$ cat config.mk
export PLATFORM = sky130hd
export DESIGN_NAME = hazard_controller
export DESIGN_NICKNAME = d
export VERILOG_FILES = /design/src/rtl/hazard_controller.sv
export SDC_FILE = /design/constraint.sdc
export NUM_CORES = 1
export LEC_CHECK = 0
export CAP_MARGIN = 5
export CORE_ASPECT_RATIO = 0.75
export CORE_MARGIN = 1
export CORE_UTILIZATION = 47
export DETAILED_ROUTE_END_ITERATION = 8
export PLACE_DENSITY_LB_ADDON = 0.12
export SLEW_MARGIN = 15
export SYNTH_ARGS = -nofsm -noshare
export SYNTH_HDL_FRONTEND = slang
export SYNTH_SLANG_ARGS = --single-unit
$ cat constraint.sdc
create_clock -name clk -period 1.85 [get_ports clk]
set_input_delay 0.37 -clock clk [delete_from_list [all_inputs] [get_ports clk]]
set_output_delay 0.37 -clock clk [all_outputs]
set_load 0.005 [all_outputs]
$ cat src/rtl/hazard_controller.sv
// Pipeline hazard controller: 3-slot EX/MEM/WB scoreboard, operand forwarding, load-use stall
// and branch flush sequencing. Optional HAZARD_PERF_EN adds saturating stall/flush counters.
module hazard_controller #(
    parameter int unsigned FLUSH_CYCLES = 2,
    parameter int unsigned REG_ADDR_W   = 5
) (
    input  logic                  clk,
    input  logic                  rst,
    input  logic                  id_valid_i,
    input  logic [REG_ADDR_W-1:0] id_rs1_addr_i,
    input  logic [REG_ADDR_W-1:0] id_rs2_addr_i,
    input  logic                  id_rs1_used_i,
    input  logic                  id_rs2_used_i,
    input  logic [REG_ADDR_W-1:0] id_rd_addr_i,
    input  logic                  id_writeback_i,
    input  logic                  id_is_load_i,
    input  logic                  branch_taken_i,
    output logic                  issue_o,
    output logic                  stall_o,
    output logic                  flush_o,
    output logic [1:0]            rs1_fwd_sel_o,
    output logic [1:0]            rs2_fwd_sel_o
`ifdef HAZARD_PERF_EN
    ,
    output logic [31:0]           stall_count_o,
    output logic [31:0]           flush_count_o
`endif
);

    localparam logic [1:0] StRun       = 2'd0;
    localparam logic [1:0] StLoadStall = 2'd1;
    localparam logic [1:0] StFlush     = 2'd2;

    localparam logic [2:0] FlushLoad = 3'(FLUSH_CYCLES);

    logic [1:0] state_q, state_d;
    logic [2:0] cnt_q, cnt_d;

    logic                  ex_valid_q, ex_wb_q, ex_load_q;
    logic                  mem_valid_q, mem_wb_q, mem_load_q;
    logic                  wb_valid_q, wb_wb_q, wb_load_q;
    logic [REG_ADDR_W-1:0] ex_rd_q, mem_rd_q, wb_rd_q;

    logic issue, stall, flush, load_use;
    logic ex_hit1, ex_hit2, mem_hit1, mem_hit2, wb_hit1, wb_hit2;
    logic [1:0] sel1, sel2;

    function automatic logic slot_hit(input logic v, input logic wb, input logic [REG_ADDR_W-1:0] rd,
                                      input logic [REG_ADDR_W-1:0] src, input logic used);
        return v && wb && (rd != '0) && (rd == src) && used;
    endfunction

    always_comb begin
        ex_hit1  = slot_hit(ex_valid_q, ex_wb_q, ex_rd_q, id_rs1_addr_i, id_rs1_used_i);
        ex_hit2  = slot_hit(ex_valid_q, ex_wb_q, ex_rd_q, id_rs2_addr_i, id_rs2_used_i);
        mem_hit1 = slot_hit(mem_valid_q, mem_wb_q, mem_rd_q, id_rs1_addr_i, id_rs1_used_i);
        mem_hit2 = slot_hit(mem_valid_q, mem_wb_q, mem_rd_q, id_rs2_addr_i, id_rs2_used_i);
        wb_hit1  = slot_hit(wb_valid_q, wb_wb_q, wb_rd_q, id_rs1_addr_i, id_rs1_used_i);
        wb_hit2  = slot_hit(wb_valid_q, wb_wb_q, wb_rd_q, id_rs2_addr_i, id_rs2_used_i);

        sel1 = ex_hit1 ? 2'd1 : mem_hit1 ? 2'd2 : wb_hit1 ? 2'd3 : 2'd0;
        sel2 = ex_hit2 ? 2'd1 : mem_hit2 ? 2'd2 : wb_hit2 ? 2'd3 : 2'd0;

        load_use = id_valid_i && ex_load_q && (ex_hit1 || ex_hit2);
    end

    // The bubble goes in on the load-use cycle itself; LOAD_STALL then lets the dependent
    // instruction issue with the load forwarded from MEM.
    always_comb begin
        state_d = state_q;
        cnt_d   = cnt_q;
        issue   = 1'b0;
        stall   = 1'b0;
        flush   = 1'b0;
        if (branch_taken_i) begin
            flush   = 1'b1;
            cnt_d   = FlushLoad;
            state_d = (FLUSH_CYCLES > 1) ? StFlush : StRun;
        end else if (state_q == StFlush) begin
            flush = 1'b1;
            cnt_d = cnt_q - 3'd1;
            if (cnt_q <= 3'd2) begin
                state_d = StRun;
                cnt_d   = 3'd0;
            end
        end else if (load_use) begin
            stall   = 1'b1;
            state_d = StLoadStall;
        end else begin
            issue   = id_valid_i;
            state_d = StRun;
        end
    end

    always_ff @(posedge clk) begin
        if (rst) begin
            state_q     <= StRun;
            cnt_q       <= 3'd0;
            ex_valid_q  <= 1'b0;
            mem_valid_q <= 1'b0;
            wb_valid_q  <= 1'b0;
        end else begin
            state_q     <= state_d;
            cnt_q       <= cnt_d;
            ex_valid_q  <= issue;
            mem_valid_q <= ex_valid_q;
            wb_valid_q  <= mem_valid_q;
        end
    end

    // Payload fields are don't-care while the matching valid bit is low.
    always_ff @(posedge clk) begin
        ex_rd_q    <= id_rd_addr_i;
        ex_wb_q    <= id_writeback_i;
        ex_load_q  <= id_is_load_i;
        mem_rd_q   <= ex_rd_q;
        mem_wb_q   <= ex_wb_q;
        mem_load_q <= ex_load_q;
        wb_rd_q    <= mem_rd_q;
        wb_wb_q    <= mem_wb_q;
        wb_load_q  <= mem_load_q;
    end

    assign issue_o       = issue && !rst;
    assign stall_o       = stall && !rst;
    assign flush_o       = flush && !rst;
    assign rs1_fwd_sel_o = rst ? 2'd0 : sel1;
    assign rs2_fwd_sel_o = rst ? 2'd0 : sel2;

    logic unused_wb_load;
    assign unused_wb_load = wb_load_q;

`ifdef HAZARD_PERF_EN
    logic [31:0] stall_cnt_q, flush_cnt_q;

    always_ff @(posedge clk) begin
        if (rst) begin
            stall_cnt_q <= '0;
            flush_cnt_q <= '0;
        end else begin
            if (stall_o && stall_cnt_q != '1) stall_cnt_q <= stall_cnt_q + 32'd1;
            if (flush_o && flush_cnt_q != '1) flush_cnt_q <= flush_cnt_q + 32'd1;
        end
    end

    assign stall_count_o = stall_cnt_q;
    assign flush_count_o = flush_cnt_q;
`endif

endmodule

; ---- Yosys cells after proc, flatten, opt, wreduce, memory -nomap -nowiden
; Cells that the tools add are included.
[word_totals]
output_inout_bits = 7
in_bits = 23
reg_bits = 27
elab_cells = 78
[classes]
n_reduce_logical = 30
magnitude_cmp = 1
n_addsub = 1
muxes = 23
eq_ne = 9
[ops]
columns = operator, count
row1 = == test 5 bit, 6
row2 = 2-to-1 mux 2 bit, 13
row3 = logical AND 1 bit, 23
row4 = nonzero test 5 bit, 3
row5 = 2-to-1 mux 1 bit, 9
row6 = less-or-equal comparator 3 x 2 -> 1 bit (second input constant), 1
row7 = 2-to-1 mux 3 bit, 1
row8 = inequality test 3 x 2 -> 1 bit (second input constant), 1
row9 = subtractor 3 x 1 -> 3 bit (second input constant), 1
row10 = == test 2 bit (second input constant), 1
row11 = inequality test 2 x 1 -> 1 bit (second input constant), 1
row12 = nonzero test 2 bit, 1
row13 = OR reduction 2 bit, 1
row14 = zero test 1 bit, 1
row15 = logical OR 1 bit, 1

; ---- Longest topological paths before layout
; Gate-level depths: netlist (run 1).
[depth]
ltp_word = 10
ltp_mapped = 7
mapped_depth_nobuf = 7

; ---- Worst setup path after synthesis (run 1)
; No wires, ideal clock.
[synth_timing]
path_kind = reg-to-output
startpoint = register ex_rd_q[1]
endpoint = output port issue_o
required_time_ns = 1.480
setup_slack_ns = 0.127
n_path_buf = 0
stages_incl_launch_ff = 6
t_arrival_ns = 1.353
path_cell_list = dfxtp_1 -> or4_4 -> nor2_4 -> nor4_2 -> o21ai_2 -> and2b_1
[synth_via]
elab_chain_len = 10
elab_cells_between_ends = 14
classes_between = eq/ne: 2 / mux: 3 / reduce/logical: 9
[synth_rtl]
columns = item, line_no
row1 = from (decl), 42  ; logic [REG_ADDR_W-1:0] ex_rd_q, mem_rd_q, wb_rd_q;
row2 = from (signal assigned), 113  ; ex_rd_q <= id_rd_addr_i;
row3 = nonzero test 5 bit, 50  ; return v && wb && (rd != '0) && (rd == src) && used;
row4 = logical AND 1 bit (3 in series), 50
row5 = logical OR 1 bit (*), 64  ; load_use = id_valid_i && ex_load_q && (ex_hit1 || ex_hit2);
row6 = logical AND 1 bit (*), 64
row7 = 2-to-1 mux 1 bit (*), 86  ; end else if (load_use) begin
row8 = 2-to-1 mux 1 bit (*), 79  ; end else if (state_q == StFlush) begin
row9 = 2-to-1 mux 1 bit (*), 75  ; if (branch_taken_i) begin
row10 = logical AND 1 bit (*), 124  ; assign issue_o = issue && !rst;
row11 = to (decl), 18  ; output logic issue_o,
; Mark *: on every way between the ends. The rest lies on a longest branch, timed or not.

; ---- Worst setup path in the final report (run 1)
[layout_timing]
startpoint = input port id_rs1_addr_i[1]
endpoint = output port rs1_fwd_sel_o[0]
[layout_via]
elab_chain_len = 7
elab_cells_between_ends = 13
classes_between = eq/ne: 3 / mux: 4 / reduce/logical: 6
[layout_rtl]
columns = item, line_no
row1 = from (decl), 10  ; input logic [REG_ADDR_W-1:0] id_rs1_addr_i,
row2 = == test 5 bit, 50
row3 = logical AND 1 bit (2 in series), 50
row4 = 2-to-1 mux 2 bit (2 in series), 61  ; sel1 = ex_hit1 ? 2'd1 : mem_hit1 ? 2'd2 : wb_hit1 ? 2'd3 : 2'd0;
row5 = 2-to-1 mux 2 bit (*), 61
row6 = 2-to-1 mux 2 bit (*), 127  ; assign rs1_fwd_sel_o = rst ? 2'd0 : sel1;
row7 = to (decl), 21  ; output logic [1:0] rs1_fwd_sel_o,
; Marks and branches as above.

==> impl_metrics.py, run 1 <==
metrics = {
    "clocking": {
        "cts_buffers": 3,
        "cts_root_buffer": "clkbuf_4",
        "clkSlewWorstSetupHoldPaths_ns": 0.14,
        "clock_path_buffers": 2,
        "tritoncts": "done",
        "clk-insertion-delay-late_ns": 0.32,
        "cts-htree-levels": 1,
        "clock_sinks": 27,
        "cts-hold-fix-buffers": 0,
    },
    "worst_setup_path": {
        "cp_cell_sequence": "dlygate4sd2_1, buf_4, xnor2_1, nand4_1, nor3_2, buf_4, a21oi_2, nor2_1, buf_2",
        "cp_slowest_cell": "dlygate4sd2_1",
        "end_kind": "output port",
        "critPathLaunchType": "primary input",
        "worst_ep_arrival_time_ns": 1.88,
        "worstPathRequired_ns": 1.48,
        "r2r_cells": 7,
        "critical_path_class": "in2out",
        "cp_max_fo": 3,
        "reg2reg_from": "ex_rd_q[2]$_DFF_P_",
        "crit_path_frequent_cell": "buf_4",
        "slowest_delay_ns": 0.32,
        "r2r-end": "ex_valid_q$_SDFF_PP0_",
        "r2r_setup_slack_ns": 0.23,
    },
    "global_routing": {
        "busiest_layer": "met2",
        "grt_use_total_pct": 24.2,
        "grt_start_max_net_pins": 16,
        "grt_pass1_vias": 983,
        "use_met1_pct": 33.9,
        "use_met2_pct": 38.2,
        "globalRouteOverflowTotal": 0,
        "antenna_found_initial": 0,
        "grt_use_met3_pct": 5.97,
        "grt_pass1_wl_um": 4640,
    },
    "pwr": {
        "power_density_mw_per_mm2": 608,
        "finalPower_mw": 1.10,
        "power.leakage_nw": 0.739,
        "peakVddDrop_mv": 0.539,
    },
    "hold_path": {
        "hold_path.class": "reg2reg",
        "hold_path_depth": 0,
        "worstHoldEndpoint": "wb_wb_q$_DFF_P_",
        "min_from": "mem_wb_q$_DFF_P_",
    },
    "floorplan": {
        "start_util_pct": 50.7,
        "coreArea_mm2": 0.00233,
        "ioPinCount": 30,
        "die_w_um": 59.9,
        "die_h_um": 45.4,
        "rows": 15,
        "die_area_mm2": 0.00272,
    },
    "detailed_routing": {
        "drt_pass1_iterations": 4,
        "routedWlPerCell_um": 14.2,
        "antenna_left": 0,
        "dr_total_vias": 1044,
        "vias_per_cell": 4.95,
        "routed_wl_um": 2990,
        "drc": 0,
        "drtIter0Drc": 60,
    },
    "sta": {
        "hold_slack_ns": 0.357,
        "post-route-period-util_pct": 122,
        "drv_slew": 0,
        "max_freq_mhz": 445,
        "maxSlewHeadroom_pct": 72.0,
        "final-hold-violation-count": 0,
        "final.setup.worst_slack_ns": -0.400,
        "fin_worst_skew_ns": 0.0125,
        "setup_viol": 6,
        "setup_tns_ns": -2.15,
        "finalCriticalPeriod_ns": 2.25,
        "rsz0062_at_grt": "true",
        "worst_pin_slew_ns": 0.417,
    },
    "place": {
        "port_buffers": 29,
        "gp_congestion": 0.842,
        "pre_cts_slack_ns": -0.868,
        "hpwl_um": 2280,
    },
    "yosys": {
        "synth_seq_cells": 27,
        "netlist_area_mm2": 0.00118,
        "syn_nets": 143,
        "yosys_warnings": 0,
        "ys_types": 26,
        "seq_area_frac_synth_pct": 45.8,
        "netlist_instances": 118,
        "syn_avg_cell_area_um2": 10.0,
    },
    "final_layout": {
        "areaGrowthSynthToFinish_pct": 53.7,
        "antenna_cells": 0,
        "fin_nets": 203,
        "drive_gt1_share_pct": 36.7,
    },
    "job": {
        "maxCapViolCount": 0,
    },
    "run_status": {
        "status": "complete, but fails checks",
        "violations": "negative setup slack",
    },
}
-- how the worst max path moves through the flow --
stage | start | to | slack, ns | cells past startpoint
3_3_place_gp | id_rs1_addr_i[3] | rs1_fwd_sel_o[1] | -0.84 | 9
5_1_grt | ex_rd_q[4]$_DFF_P_ | issue_o | -0.49 | 6
4_1_cts | mem_rd_q[2]$_DFF_P_ | rs2_fwd_sel_o[0] | -0.42 | 7
6_report | id_rs1_addr_i[1] | rs1_fwd_sel_o[0] | -0.40 | 9
3_5_place_dp | id_rs1_addr_i[3] | rs1_fwd_sel_o[1] | -0.87 | 9
2_1_floorplan | ex_rd_q[1]$_DFF_P_ | issue_o | 0.13 | 5
-- cell usage after synthesis --
| cell | instances | area share (%) |
|---|---|---|
| a21oi_1 | 6 | 2.5 |
| and2b_1 | 2 | 1.3 |
| clkbuf_1 | 1 | 0.32 |
| dfxtp_1 | 27 | 46 |
| ha_1 | 2 | 2.1 |
| inv_1 | 3 | 0.95 |
| nand2_1 | 3 | 0.95 |
| nand2_2 | 1 | 0.53 |
| nand2b_1 | 1 | 0.53 |
| nand3_1 | 1 | 0.42 |
| nand4_1 | 8 | 4.2 |
| nor2_1 | 8 | 2.5 |
| nor2_4 | 1 | 0.95 |
| nor2b_1 | 6 | 3.2 |
| nor3_1 | 6 | 2.5 |
| nor4_1 | 3 | 1.6 |
| nor4_2 | 2 | 2.1 |
| o21ai_1 | 1 | 0.42 |
| o21ai_2 | 1 | 0.74 |
| o221a_2 | 1 | 0.95 |
| o311a_1 | 1 | 0.85 |
| or3_1 | 1 | 0.53 |
| or4_1 | 1 | 0.64 |
| or4_4 | 1 | 0.95 |
| xnor2_1 | 22 | 16 |
| xor2_1 | 8 | 5.9 |
-- flip-flops by register name (all words and copies together), names as in the netlist --
signal,cells
wb_valid_q,1
ex_wb_q,1
state_q,2
mem_valid_q,1
ex_rd_q,5
mem_wb_q,1
cnt_q,3
wb_wb_q,1
mem_rd_q,5
ex_valid_q,1
ex_load_q,1
wb_rd_q,5
-- layout make-up --
class / count / area [um^2]
clock buffer: 3 / 22.5
tap: 34 / 42.5
clock inverter: 1 / 5.00
timing repair buffer: 56 / 460
sequential: 27 / 551
inverter: 3 / 11.3
multi-input combinational: 87 / 721
fill: 169 / 514
-- stage by stage --
stage                     cell area (um^2)  std cells  utilization, %
after floorplan                       1180        118               -
after global placement                1710        207            73.5
after detailed placement              1710        207            73.5
after CTS                             1770        210            75.9
after global routing                  1810        211            77.9
final                                 1810        211            77.9
-- power by group --
group / leakage (nW) / internal, mW / switching [mW]
sequential: 0.226 / 0.611 / 0.0224
clock: 0.0177 / 0.0811 / 0.167
combinational: 0.495 / 0.127 / 0.0928
total: 0.739 / 0.819 / 0.282
-- worst max-delay path, delay by kind of cell --
family | cells | cell delay, ns
xor+xnor | 1 | 0.19
compound gates | 1 | 0.05
buf+inv | 4 | 0.78
simple gates | 3 | 0.48
-- per-layer routing --
metal	wire [um]	vias up
li1	-	526
met1	1470	483
met2	1390	33
met3	125	2
met4	11	0
met5	0	-
-- cell families after synthesis --
logic type,after synthesis,share of synthesized area [%]
simple gates,45,23.0
xor+xnor,30,22.3
flops,27,45.8
compound gates,10,5.51
buf+inv,4,1.27
fa+ha+maj,2,2.12
-- cells in the final DEF, fill, tap and decap left out, drive strengths merged --
cell	count
dfxtp	27
nor2b	6
inv	3
buf	33
a21oi	6
nor4	5
o311a	1
dlymetal6s2s	1
or3	1
ha	2
nand3	1
clkbuf	3
nand2	4
xnor2	22
xor2	8
o21ai	2
nor3	6
nand4	8
and2b	2
or4	2
nand2b	1
clkdlybuf4s50	12
nor2	9
clkinv	1
dlygate4sd2	10
o221a	1
-- what timing repair did --
action                                 CTS  global route
pin swaps                               20            10
setup endpoints to repair                7             6
buffers inserted                         1             1
gates resized for setup                 52            10
endpoints found under the hold margin    0             0
Power figures use the tool's default switching activity.
==> run 2, diff against run 1 <==
Settings changed: GPL_TIMING_DRIVEN from default to 0, SLEW_MARGIN 15 to default.
==> impl_metrics.py, run 2 (synthesis results as in run 1) <==
metrics = {
    "place": {
        "port_buffers": 29,
        "gp_congestion": 0.820,
        "hpwl_um": 1960,
    },
    "final_layout": {
        "areaGrowthSynthToFinish_pct": 43.1,
        "antenna_cells": 0,
        "layout_common_cells": "dfxtp_1, xnor2_1, dlygate4sd2_1, buf_4, clkdlybuf4s50_1",
        "drive_gt1_share_pct": 26.8,
        "final_common_cell": "dfxtp_1",
        "reg_top3": "ex_rd_q: 5 flops, mem_rd_q: 5 flops, wb_rd_q: 5 flops",
        "fin_nets": 190,
    },
    "floorplan": {
        "rows": 15,
        "ioPinCount": 30,
        "start_util_pct": 50.7,
        "die_h_um": 45.4,
        "die_w_um": 59.9,
        "die_area_mm2": 0.00272,
        "coreArea_mm2": 0.00233,
    },
    "worst_setup_path": {
        "critical_path_class": "reg2out",
        "worst_ep_arrival_time_ns": 1.97,
        "worstPathRequired_ns": 1.48,
        "cp_max_fo": 2,
        "end_kind": "output port",
        "critPathLaunchType": "flop",
    },
    "detailed_routing": {
        "vias_per_cell": 5.13,
        "dr_total_vias": 1015,
        "antenna_left": 0,
        "drc": 0,
        "drt_pass1_iterations": 4,
        "routedWlPerCell_um": 14.6,
        "routed_wl_um": 2880,
        "drtIter0Drc": 29,
    },
    "clocking": {
        "tritoncts": "done",
        "clkSlewWorstSetupHoldPaths_ns": 0.14,
        "cts_root_buffer": "clkbuf_4",
        "cts_buffers": 3,
        "clock_sinks": 27,
        "cts-htree-levels": 1,
        "clk-insertion-delay-late_ns": 0.32,
        "clock_path_buffers": 2,
    },
    "sta": {
        "rsz0062_at_grt": "true",
        "post-route-period-util_pct": 126,
        "drv_slew": 0,
        "final.setup.worst_slack_ns": -0.486,
        "fin_worst_skew_ns": 0.0137,
        "final-hold-violation-count": 0,
        "finalCriticalPeriod_ns": 2.34,
        "max_freq_mhz": 428,
        "hold_slack_ns": 0.366,
        "worst_pin_slew_ns": 0.578,
        "maxSlewHeadroom_pct": 61.2,
        "setup_viol": 6,
    },
    "pwr": {
        "finalPower_mw": 1.06,
        "peakVddDrop_mv": 0.608,
        "power_density_mw_per_mm2": 627,
        "power.leakage_nw": 0.659,
    },
    "job": {
        "maxCapViolCount": 0,
    },
    "hold_path": {
        "hold_path.class": "reg2reg",
    },
    "global_routing": {
        "grt_pass1_vias": 931,
        "antenna_found_initial": 0,
        "globalRouteOverflowTotal": 0,
        "grt_use_total_pct": 22.2,
        "grt_pass1_wl_um": 4270,
        "grt_start_max_net_pins": 15,
    },
    "run_status": {
        "status": "complete, but fails checks",
        "violations": "negative setup slack",
    },
}
run 2: cell types whose count changed in the layout (fill, tap and decap cells not counted), sizes merged:
| cell | change |
|---|---|
| dlymetal6s2s | -1 |
| dlygate4sd2 | +2 |
| clkdlybuf4s50 | -1 |
| clkbuf | +2 |
| clkinv | -1 |
| buf | -14 |
run 2: final timing paths:
check                     startpoint                    end  slack [ns]  cells after the start
setup / recovery  ex_rd_q[2]$_DFF_P_                issue_o       -0.49                      7
hold / removal      mem_wb_q$_DFF_P_        wb_wb_q$_DFF_P_        0.37                      0
setup reg to reg  ex_rd_q[2]$_DFF_P_  ex_valid_q$_SDFF_PP0_        0.15                      8
hold reg to reg     mem_wb_q$_DFF_P_        wb_wb_q$_DFF_P_        0.37                      0
run 2: stage by stage:
stage          setup WS [ns]  setup TNS (ns)  instance area, um^2  util (%)  std cells
6_report              -0.486           -2.57                 1690      72.5        198
3_3_place_gp          -0.968           -6.07                 1510      65.0        181
5_1_grt               -0.576           -3.04                 1690      72.5        198
4_1_cts               -0.498           -2.55                 1640      70.6        196
3_5_place_dp          -0.973           -6.19                 1510      65.0        181
2_1_floorplan          0.127               0                 1180         -        118
run 2: what timing repair did:
action	in CTS	in global routing
endpoints found under the setup margin	7	6
hold buffers	0	0
buffers inserted	11	2
gates resized for setup	55	5
pin swaps	12	4
run 2: final cells by class:
class,count,area [um^2]
Timing Repair Buffer,42,347
Tap cell,34,42.5
Multi-Input combinational cell,87,697
Sequential cell,27,551
Clock buffer,4,26.3
Inverter,3,11.3
Fill cell,183,639
Buffer,1,13.8
run 2: power by group:
| group | internal [mW] | total [mW] | switching (mW) |
|---|---|---|---|
| logic | 0.100 | 0.182 | 0.0817 |
| clock network | 0.0844 | 0.243 | 0.158 |
| registers | 0.608 | 0.634 | 0.0251 |
run 2: critical path, stage by stage (launching register included):
cell and delay [ns]:
dfxtp_4 0.36, or4_4 0.55, nor2_4 0.19, nor4_4 0.07, o21ai_2 0.15, buf_4 0.13, and2b_1 0.11, buf_2 0.10
run 2: routing by layer:
metal / share of wire [%] / up-vias / global-route usage [%]
li1: - / 501 / -
met1: 45 / 479 / 30.3
met2: 49 / 31 / 36.4
met3: 5.0 / 4 / 5.40
met4: 0.80 / 0 / 4.19
met5: 0 / - / 0
==> run 3, diff against run 2 <==
Settings changed: ABC_CLOCK_PERIOD_IN_PS from default to 1850.
==> results of run 3 <==
No change in the layout: final DEF, timing and power equal those of run 2.
